<file path="src/rtl/obstacle_scheduler_if.sv">
// Handshake bundle between the obstacle scheduler and its environment:
// game control and sprite status in, launch pulses and status out.
interface obstacle_if;
  logic        step;
  logic        run;
  logic        fin_s;
  logic        fin_b;
  logic        start_s;
  logic        start_b;
  logic        kind;
  logic [15:0] spawn_cnt;
  logic        err;

  modport master (
    output step, run, fin_s, fin_b,
    input  start_s, start_b, kind, spawn_cnt, err
  );

  modport slave (
    input  step, run, fin_s, fin_b,
    output start_s, start_b, kind, spawn_cnt, err
  );
endinterface

</file>
<file path="src/rtl/obstacle_scheduler.sv">
// Cactus launch scheduler: LFSR-randomised gap in scroll steps, picks a free
// sprite, issues a one-cycle start pulse and counts launches.
module obstacle_scheduler #(
  parameter int unsigned GAP_MIN     = 120,
  parameter logic [7:0]  GAP_MASK    = 8'h7F,
  parameter logic [15:0] LFSR_SEED   = 16'hACE1,
  parameter int unsigned ACK_TIMEOUT = 15
) (
  input  logic      clk,
  input  logic      clrn,
  obstacle_if.slave bus
);
  typedef enum logic [2:0] {IDLE, GAP, PICK, FIRE, WAIT_ACK} state_t;

  localparam logic [15:0] LFSR_TAPS = 16'hB400;
  localparam logic [7:0]  ACK_LAST  = 8'(ACK_TIMEOUT - 1);

  state_t      r_state, w_state_nxt;
  logic [9:0]  r_gap_cnt, w_gap_nxt;
  logic [7:0]  r_ack_cnt, w_ack_nxt;
  logic [15:0] r_lfsr, w_lfsr_nxt;
  logic [15:0] r_spawn_cnt, w_spawn_nxt;
  logic        r_kind, w_kind_nxt;
  logic        r_start_s, w_start_s_nxt;
  logic        r_start_b, w_start_b_nxt;
  logic        r_err, w_err_nxt;
  logic [9:0]  w_gap_val;
  logic        w_pref, w_fin_pref, w_fin_other, w_fin_kind;

  function automatic logic [15:0] sat_inc16(input logic [15:0] v);
    return (v == 16'hFFFF) ? v : v + 16'd1;
  endfunction

  assign w_lfsr_nxt  = (r_lfsr >> 1) ^ (r_lfsr[0] ? LFSR_TAPS : 16'h0000);
  assign w_gap_val   = 10'(GAP_MIN) + {2'b00, r_lfsr[7:0] & GAP_MASK};
  assign w_pref      = r_lfsr[0];
  assign w_fin_pref  = w_pref ? bus.fin_b : bus.fin_s;
  assign w_fin_other = w_pref ? bus.fin_s : bus.fin_b;
  assign w_fin_kind  = r_kind ? bus.fin_b : bus.fin_s;

  always_comb begin
    w_state_nxt   = r_state;
    w_gap_nxt     = r_gap_cnt;
    w_ack_nxt     = r_ack_cnt;
    w_kind_nxt    = r_kind;
    w_spawn_nxt   = r_spawn_cnt;
    w_err_nxt     = r_err;
    w_start_s_nxt = 1'b0;
    w_start_b_nxt = 1'b0;
    // Losing run overrides everything, including a launch decided this cycle.
    if (r_state != IDLE && !bus.run) begin
      w_state_nxt = IDLE;
      w_gap_nxt   = '0;
    end else begin
      case (r_state)
        IDLE: begin
          if (bus.run) begin
            w_gap_nxt   = w_gap_val;
            w_spawn_nxt = '0;
            w_state_nxt = GAP;
          end
        end
        GAP: begin
          if (bus.step) begin
            if (r_gap_cnt <= 10'd1) begin
              w_gap_nxt   = '0;
              w_state_nxt = PICK;
            end else begin
              w_gap_nxt = r_gap_cnt - 10'd1;
            end
          end
        end
        PICK: begin
          // The pulse and count are registered here so they are visible in FIRE.
          if (w_fin_pref || w_fin_other) begin
            w_kind_nxt    = w_fin_pref ? w_pref : ~w_pref;
            w_start_b_nxt = w_fin_pref ? w_pref : ~w_pref;
            w_start_s_nxt = w_fin_pref ? ~w_pref : w_pref;
            w_spawn_nxt   = sat_inc16(r_spawn_cnt);
            w_state_nxt   = FIRE;
          end
        end
        FIRE: begin
          w_ack_nxt   = '0;
          w_state_nxt = WAIT_ACK;
        end
        WAIT_ACK: begin
          if (!w_fin_kind) begin
            w_gap_nxt   = w_gap_val;
            w_state_nxt = GAP;
          end else begin
            w_ack_nxt = r_ack_cnt + 8'd1;
            if (r_ack_cnt == ACK_LAST) begin
              w_err_nxt   = 1'b1;
              w_gap_nxt   = w_gap_val;
              w_state_nxt = GAP;
            end
          end
        end
        default: w_state_nxt = IDLE;
      endcase
    end
  end

  always_ff @(posedge clk or negedge clrn) begin
    if (!clrn) begin
      r_state     <= IDLE;
      r_gap_cnt   <= '0;
      r_ack_cnt   <= '0;
      r_lfsr      <= LFSR_SEED;
      r_spawn_cnt <= '0;
      r_kind      <= 1'b0;
      r_start_s   <= 1'b0;
      r_start_b   <= 1'b0;
      r_err       <= 1'b0;
    end else begin
      r_state     <= w_state_nxt;
      r_gap_cnt   <= w_gap_nxt;
      r_ack_cnt   <= w_ack_nxt;
      r_lfsr      <= w_lfsr_nxt;
      r_spawn_cnt <= w_spawn_nxt;
      r_kind      <= w_kind_nxt;
      r_start_s   <= w_start_s_nxt;
      r_start_b   <= w_start_b_nxt;
      r_err       <= w_err_nxt;
    end
  end

  assign bus.start_s   = r_start_s;
  assign bus.start_b   = r_start_b;
  assign bus.kind      = r_kind;
  assign bus.spawn_cnt = r_spawn_cnt;
  assign bus.err       = r_err;
endmodule

</file>
<file path="src/flat_wrapper.sv">
// flat-port wrapper written by rule: the top's interface ports become plain ports
module obstacle_scheduler_flat 
#(
  parameter int unsigned GAP_MIN     = 120,
  parameter logic [7:0]  GAP_MASK    = 8'h7F,
  parameter logic [15:0] LFSR_SEED   = 16'hACE1,
  parameter int unsigned ACK_TIMEOUT = 15
)
  (clk, clrn, bus_step, bus_run, bus_fin_s, bus_fin_b, bus_start_s, bus_start_b, bus_kind, bus_spawn_cnt, bus_err);
  obstacle_if bus_i ();
  input  logic clk;
  input  logic clrn;
  input wire logic [$bits(bus_i.step)-1:0] bus_step;
  input wire logic [$bits(bus_i.run)-1:0] bus_run;
  input wire logic [$bits(bus_i.fin_s)-1:0] bus_fin_s;
  input wire logic [$bits(bus_i.fin_b)-1:0] bus_fin_b;
  output wire logic [$bits(bus_i.start_s)-1:0] bus_start_s;
  output wire logic [$bits(bus_i.start_b)-1:0] bus_start_b;
  output wire logic [$bits(bus_i.kind)-1:0] bus_kind;
  output wire logic [$bits(bus_i.spawn_cnt)-1:0] bus_spawn_cnt;
  output wire logic [$bits(bus_i.err)-1:0] bus_err;
  assign bus_i.step = bus_step;
  assign bus_i.run = bus_run;
  assign bus_i.fin_s = bus_fin_s;
  assign bus_i.fin_b = bus_fin_b;
  assign bus_start_s = bus_i.start_s;
  assign bus_start_b = bus_i.start_b;
  assign bus_kind = bus_i.kind;
  assign bus_spawn_cnt = bus_i.spawn_cnt;
  assign bus_err = bus_i.err;
  obstacle_scheduler #(.GAP_MIN(GAP_MIN), .GAP_MASK(GAP_MASK), .LFSR_SEED(LFSR_SEED), .ACK_TIMEOUT(ACK_TIMEOUT)) u_core (.clk(clk), .clrn(clrn), .bus(bus_i));
endmodule
</file>
<file path="config.mk">
export PLATFORM = sky130hd
export DESIGN_NAME = obstacle_scheduler_flat
export DESIGN_NICKNAME = d
export VERILOG_FILES = /design/src/rtl/obstacle_scheduler_if.sv /design/src/rtl/obstacle_scheduler.sv /design/src/flat_wrapper.sv
export SDC_FILE = /design/constraint.sdc
export NUM_CORES = 1
export LEC_CHECK = 0
export CORE_MARGIN = 1.5
export CORE_UTILIZATION = 30
export DETAILED_ROUTE_END_ITERATION = 8
export PLACE_DENSITY = 0.57
export SLEW_MARGIN = 30
export SYNTH_ARGS = -nofsm -noshare
export SYNTH_HDL_FRONTEND = slang
export SYNTH_SLANG_ARGS = --single-unit
export TNS_END_PERCENT = 5
</file>
<file path="constraint.sdc">
create_clock -name clk -period 2.3 [get_ports clk]
set_clock_uncertainty 0.15 [all_clocks]
set_input_delay 0.23 -clock clk [delete_from_list [all_inputs] [get_ports clk]]
set_output_delay 0.23 -clock clk [all_outputs]
set_load 0.05 [all_outputs]
</file>
==> impl_metrics.ini, run 1 <==
[outcome]
run_status = completed

[setup_path]
setup.worst_path.start = u_core.r_gap_cnt[0]
r2r-start = u_core.r_gap_cnt[0]
critPathMaxFanout = 6
cp.required_ps = 2400
startpoint_type = register
critical_path_class = register to register
cp-end-kind = register
crit_arrival_ps = 2180

[cts]
clockBufferDepth = 2
cts.clk_slew.worst_paths_ps = 70
cts_max_level = 3
clkSinkCount = 57
cts_tree = done
root_buffer = clkbuf_8
insertion_delay_ps = 330
cts-buffers-inserted = 9

[route]
viasPerCell = 4.90
drt_iter0_drc = 121
drt-total-wl_microns = 6570
route.detailed.drc = 0
ant_nets = 0
wire_per_inst_microns = 13.6
vias = 2377
first_pass_iters = 4

[yosys]
yosysTopAreaCell = dfrtp_1
synth-edff-count = 0
synth_top_area_share_pct = 41.2
synth_common_cells = 49 x dfrtp_1, 31 x nor2_1, 17 x nand2_1, 15 x a21oi_1, 14 x inv_1
synth.area.top_cells = dfrtp_1 41%, dfstp_2 7.1%, nor2_1 3.9%, a21oi_1 2.5%, ha_1 2.5%
syn-mean-instance-area_sq_um = 10.2
ys_seq_area_share_pct = 48.2
ys.flop_type = dfrtp_1
synth_warnings = 0
synth_area_sq_um = 2980
synthesis.nets = 303
synth_cells = 291
ys_types = 62
synth_most_common_cell = dfrtp_1
async_flop_share_pct = 100
yosys_register_bits = 57

[power]
comb_power_share_pct = 36.5
p_switching_mw = 1.31
powerDensity_nw_per_um2 = 943
max-vdd-ir-drop_v = 0.000366
swShare_pct = 37.1
p_int_mw = 2.22
pwr-share-clk_pct = 27.0
total_leakage_power_nw = 1.59
seqPwrFrac_pct = 36.5

[final_layout]
seqCellArea_sq_um = 1440
fin_util_pct = 38.7
multiInputGateArea_sq_um = 1400
nets = 359
area_growth_pct = 25.8
antenna_cells = 0
fillerInstances = 964
drive_above_1_share_pct = 19.6

[sta]
fmax_ghz = 0.480
drv_slew = 0
tns_ps = 0
finalHoldViolCount = 0
setup_ws_ps = 215
relSlewSlack_pct = 66.0
finalCriticalPeriod_ps = 2090
finalSetupViolCount = 0
rsz0062_at_grt = no
timing.final.crit_share_pct = 90.7
tightest_slew_ps = 508

[hold_path]
hp-start = u_core.r_lfsr[12]
min_path_type = register to register

[global_routing]
gr-total-overflow = 0
grt_pass1_wl_microns = 11100
grt_pass1_vias = 2361
antenna_found_initial = 0
grt_max_degree = 58
grtUsageTotal_pct = 13.7

[die]
dieWidth_microns = 103
fp.dieArea_sq_um = 10500
core_area_sq_um = 9680
num_rows = 36
ioPinCount = 26
fp.dieH_microns = 103
start_util_pct = 30.7

[place]
port_buffers = 25
place_congestion = 0.803
dp_slack_ps = 27.0
hpwlAfterDp_microns = 4650

[flow_run]
maxCapViolations = 0
[metrics by stage]
step	std cells	total power [mW]	cell area (sq um)	hold WS [ps]
after floorplan	291	2.20	2980	-216
after global placement	468	2.56	3530	109
after detailed placement	468	2.58	3530	109
after CTS	485	3.56	3740	204
after global routing	485	3.78	3750	218
final	485	3.53	3750	202
[power by group through the flow]
stage               logic (mW)  registers (mW)  clock network (mW)
floorplan                0.886            1.31                   0
CTS                       1.29            1.29               0.984
detailed placement        1.28            1.30                   0
global placement          1.26            1.30                   0
global route              1.43            1.31                1.04
finish                    1.29            1.29               0.954
[worst max-delay path, stage by stage, from the launching register on]
cell and delay [ps]:
dfrtp_1 440, inv_1 80, ha_1 160, nor2_1 80, nor4_4 270, a21oi_4 110, or4_1 500, a31oi_1 200
[state kept, by name, indices dropped and copies added, names as in the netlist]
signal,flops
u_core.bus.kind,1
u_core.r_ack_cnt,8
u_core.r_lfsr,16
u_core.bus.start_b,1
u_core.bus.spawn_cnt,16
u_core.r_gap_cnt,10
u_core.r_state,3
u_core.bus.start_s,1
u_core.bus.err,1
[routing by layer]
layer	global-route usage [%]	part of all wire (%)
met5	0	0
met2	21.5	46
met4	5.06	1.5
met1	18.3	49
met3	3.53	4.3
[final timing paths]
check | to | cells after the start | slack (ps)
max reg2reg | u_core.r_state[1] | 7 | 210
max in group asynchronous | u_core.r_lfsr[7] | 3 | 1410
min | u_core.r_lfsr[11] | 0 | 200
min in group asynchronous | u_core.bus.spawn_cnt[5] | 3 | 280
min reg2reg | u_core.r_lfsr[11] | 0 | 200
max | u_core.r_state[1] | 7 | 210
[timing repair]
| action | CTS | global route |
|---|---|---|
| hold buffers | 1 | 0 |
| setup buffers | 0 | 0 |
| resized for setup | 0 | 2 |
| endpoints found under the hold margin | 49 | 0 |
| endpoints found under the setup margin | 0 | 5 |
[cells in the final DEF (no fill, tap or decap), types with 2 or more instances in the layout]
cell type and n:
clkbuf_8 10, nor4_1 2, or3_1 4, or2_1 2, dfrtp_1 49, a22oi_1 2, dfstp_2 8, inv_1 14
o21ai_1 13, a22o_1 5, o21ai_0 4, nand2_1 17, clkinvlp_4 3, nor2_1 31, xor2_1 7, nor4_4 2
and4b_1 2, nand3_1 9, a31oi_1 5, clkdlybuf4s50_1 24, a32oi_1 2, xnor2_1 8, a31o_1 2, or4_1 5
nand3b_1 4, o32ai_1 3, a21o_1 2, nor3_1 13, a21oi_1 15, o22ai_1 3, ha_1 6, or2_2 3
nand4_1 4, o31ai_1 6, buf_4 28, and3_1 3
[final cells by class]
class                           count  area share (%)
Sequential cell                    57            38.3
Clock inverter                      6            1.77
Timing Repair Buffer               55            13.0
Inverter                           15            1.57
Multi-Input combinational cell    209            37.2
Clock buffer                       10            3.67
Tap cell                          133            4.44
[kinds of logic after synthesis]
| family | synth area share [%] |
|---|---|
| AO/OA/AOI/OAI | 18.9 |
| XOR/XNOR | 4.41 |
| adder cells (fa/ha/maj) | 2.52 |
| buffers and inverters | 5.08 |
| flip-flops | 48.2 |
| multiplexers | 0.378 |
| AND/OR/NAND/NOR | 20.5 |
(Power assumes the default switching activity.)
==> run 2, diff against run 1 <==
--- a/config.mk
+++ b/config.mk
@@ -5,7 +5,6 @@
 export SDC_FILE = /design/constraint.sdc
 export NUM_CORES = 1
 export LEC_CHECK = 0
-export CORE_MARGIN = 1.5
 export CORE_UTILIZATION = 30
 export DETAILED_ROUTE_END_ITERATION = 8
 export PLACE_DENSITY = 0.57
==> impl_metrics.ini, run 2 (synthesized netlist as in run 1, its figures left out) <==
[power]
max-vdd-ir-drop_v = 0.000436
comb_power_share_pct = 36.1
seqPwrFrac_pct = 35.3
p_int_mw = 2.31
p_switching_mw = 1.33
swShare_pct = 36.6
pwr-share-clk_pct = 28.6
powerDensity_nw_per_um2 = 960
total_leakage_power_nw = 1.63

[sta]
relSlewSlack_pct = 64.7
finalCriticalPeriod_ps = 2100
tns_ps = 0
tightest_slew_ps = 530
timing.final.crit_share_pct = 91.5
setup_ws_ps = 195
fmax_ghz = 0.475
drv_slew = 0
finalHoldViolCount = 0
rsz0062_at_grt = no
holdWs_ps = 207
finalSetupViolCount = 0

[global_routing]
antenna_found_initial = 0
grt_pass1_wl_microns = 11500
grt_max_degree = 38
gr-total-overflow = 0
grt_pass1_vias = 2353
grtUsageTotal_pct = 14.7

[die]
num_rows = 35
ioPinCount = 26
fp.dieH_microns = 102
core_area_sq_um = 9420
dieWidth_microns = 102
fp.dieArea_sq_um = 10300
start_util_pct = 31.6

[cts]
cts_tree = done
cts_resized = 0
cts_setup_buffers = 0
root_buffer = clkbuf_8
clkSinkCount = 57
insertion_delay_ps = 330
clockBufferDepth = 2
cts.clk_slew.worst_paths_ps = 70
cts-buffers-inserted = 9
cts_max_level = 3

[flow_run]
maxCapViolations = 0

[final_layout]
fin_area_sq_um = 3790
area_growth_pct = 27.4
final_cell_mix = 49 x dfrtp_1, 34 x buf_4, 31 x nor2_1
mostFrequentLayoutCell = dfrtp_1
drive_above_1_share_pct = 20.7
antenna_cells = 0
fillerInstances = 916
nets = 365
stdcell_count = 487

[place]
dp_slack_ps = -25.9
hpwlAfterDp_microns = 4960
place_area_sq_um = 3570
port_buffers = 25
dp_cells = 470
place_congestion = 0.810

[setup_path]
cp.required_ps = 2400
critPathMaxFanout = 8
critical_path_class = register to register
crit_arrival_ps = 2210
startpoint_type = register
cp-end-kind = register

[hold_path]
min_path_type = register to register

[route]
drt_iter0_drc = 119
wire_per_inst_microns = 14.1
vias = 2456
viasPerCell = 5.04
first_pass_iters = 4
drt-total-wl_microns = 6890
ant_nets = 0
route.detailed.drc = 0

[outcome]
run_status = completed
run 2: changes by cell type in the layout (fill, tap and decap cells not counted), sizes merged:
cell and delta:
clkbuf -1, bufinv +1, clkinv +1, buf +6
clkinvlp -1
run 2: power groups by stage:
stage	sequential, mW	combinational [mW]	clock, mW
floorplan	1.31	0.886	0
global placement	1.29	1.29	0
detailed placement	1.29	1.31	0
CTS	1.28	1.32	1.08
global route	1.30	1.45	1.13
finish	1.28	1.32	1.04
run 2: area by class of cell:
type | instances | area, sq um | area share [%]
tap | 129 | 161 | 4.25
clock inverter | 7 | 93.8 | 2.47
sequential | 57 | 1440 | 37.9
inverter | 15 | 58.8 | 1.55
timing repair buffer | 61 | 531 | 14.0
clock buffer | 9 | 124 | 3.26
multi-input combinational | 209 | 1390 | 36.6
run 2: layer usage:
layer | up-vias | track usage [%] | share of wire [%] | routed length, microns
li1 | 1193 | - | - | -
met1 | 1194 | 19.7 | 49 | 3400
met2 | 57 | 22.5 | 45 | 3100
met3 | 12 | 3.86 | 3.9 | 272
met4 | 0 | 5.80 | 1.7 | 117
met5 | - | 0 | 0 | 0
run 2: final timing paths:
check / start / end / slack [ps] / cells past startpoint
max: u_core.r_ack_cnt[0] / u_core.r_gap_cnt[8] / 200 / 8
min: u_core.r_lfsr[7] / u_core.r_lfsr[6] / 210 / 0
max in group asynchronous: clrn / u_core.r_lfsr[7] / 1090 / 3
min in group asynchronous: clrn / u_core.bus.spawn_cnt[5] / 260 / 2
max reg2reg: u_core.r_ack_cnt[0] / u_core.r_gap_cnt[8] / 200 / 8
min reg2reg: u_core.r_lfsr[7] / u_core.r_lfsr[6] / 210 / 0
run 2: what timing repair did:
item	CTS	global route
hold endpoints to repair	20	0
endpoints found under the setup margin	0	0
hold buffers	1	0
run 2: critical path: stages, from the launching register on:
cell and delay (ps):
dfrtp_1 420, inv_1 80, ha_1 140, nand4b_1 150, nor4_1 290, buf_4 190
o31ai_4 80, or3_1 360, a22oi_1 160
run 2: through the flow:
| step | power (mW) | util [%] |
|---|---|---|
| after global routing | 3.88 | 40.3 |
| after detailed placement | 2.61 | 37.9 |
| after global placement | 2.59 | 37.9 |
| final | 3.64 | 40.3 |
| after CTS | 3.67 | 40.3 |
| after floorplan | 2.20 | - |
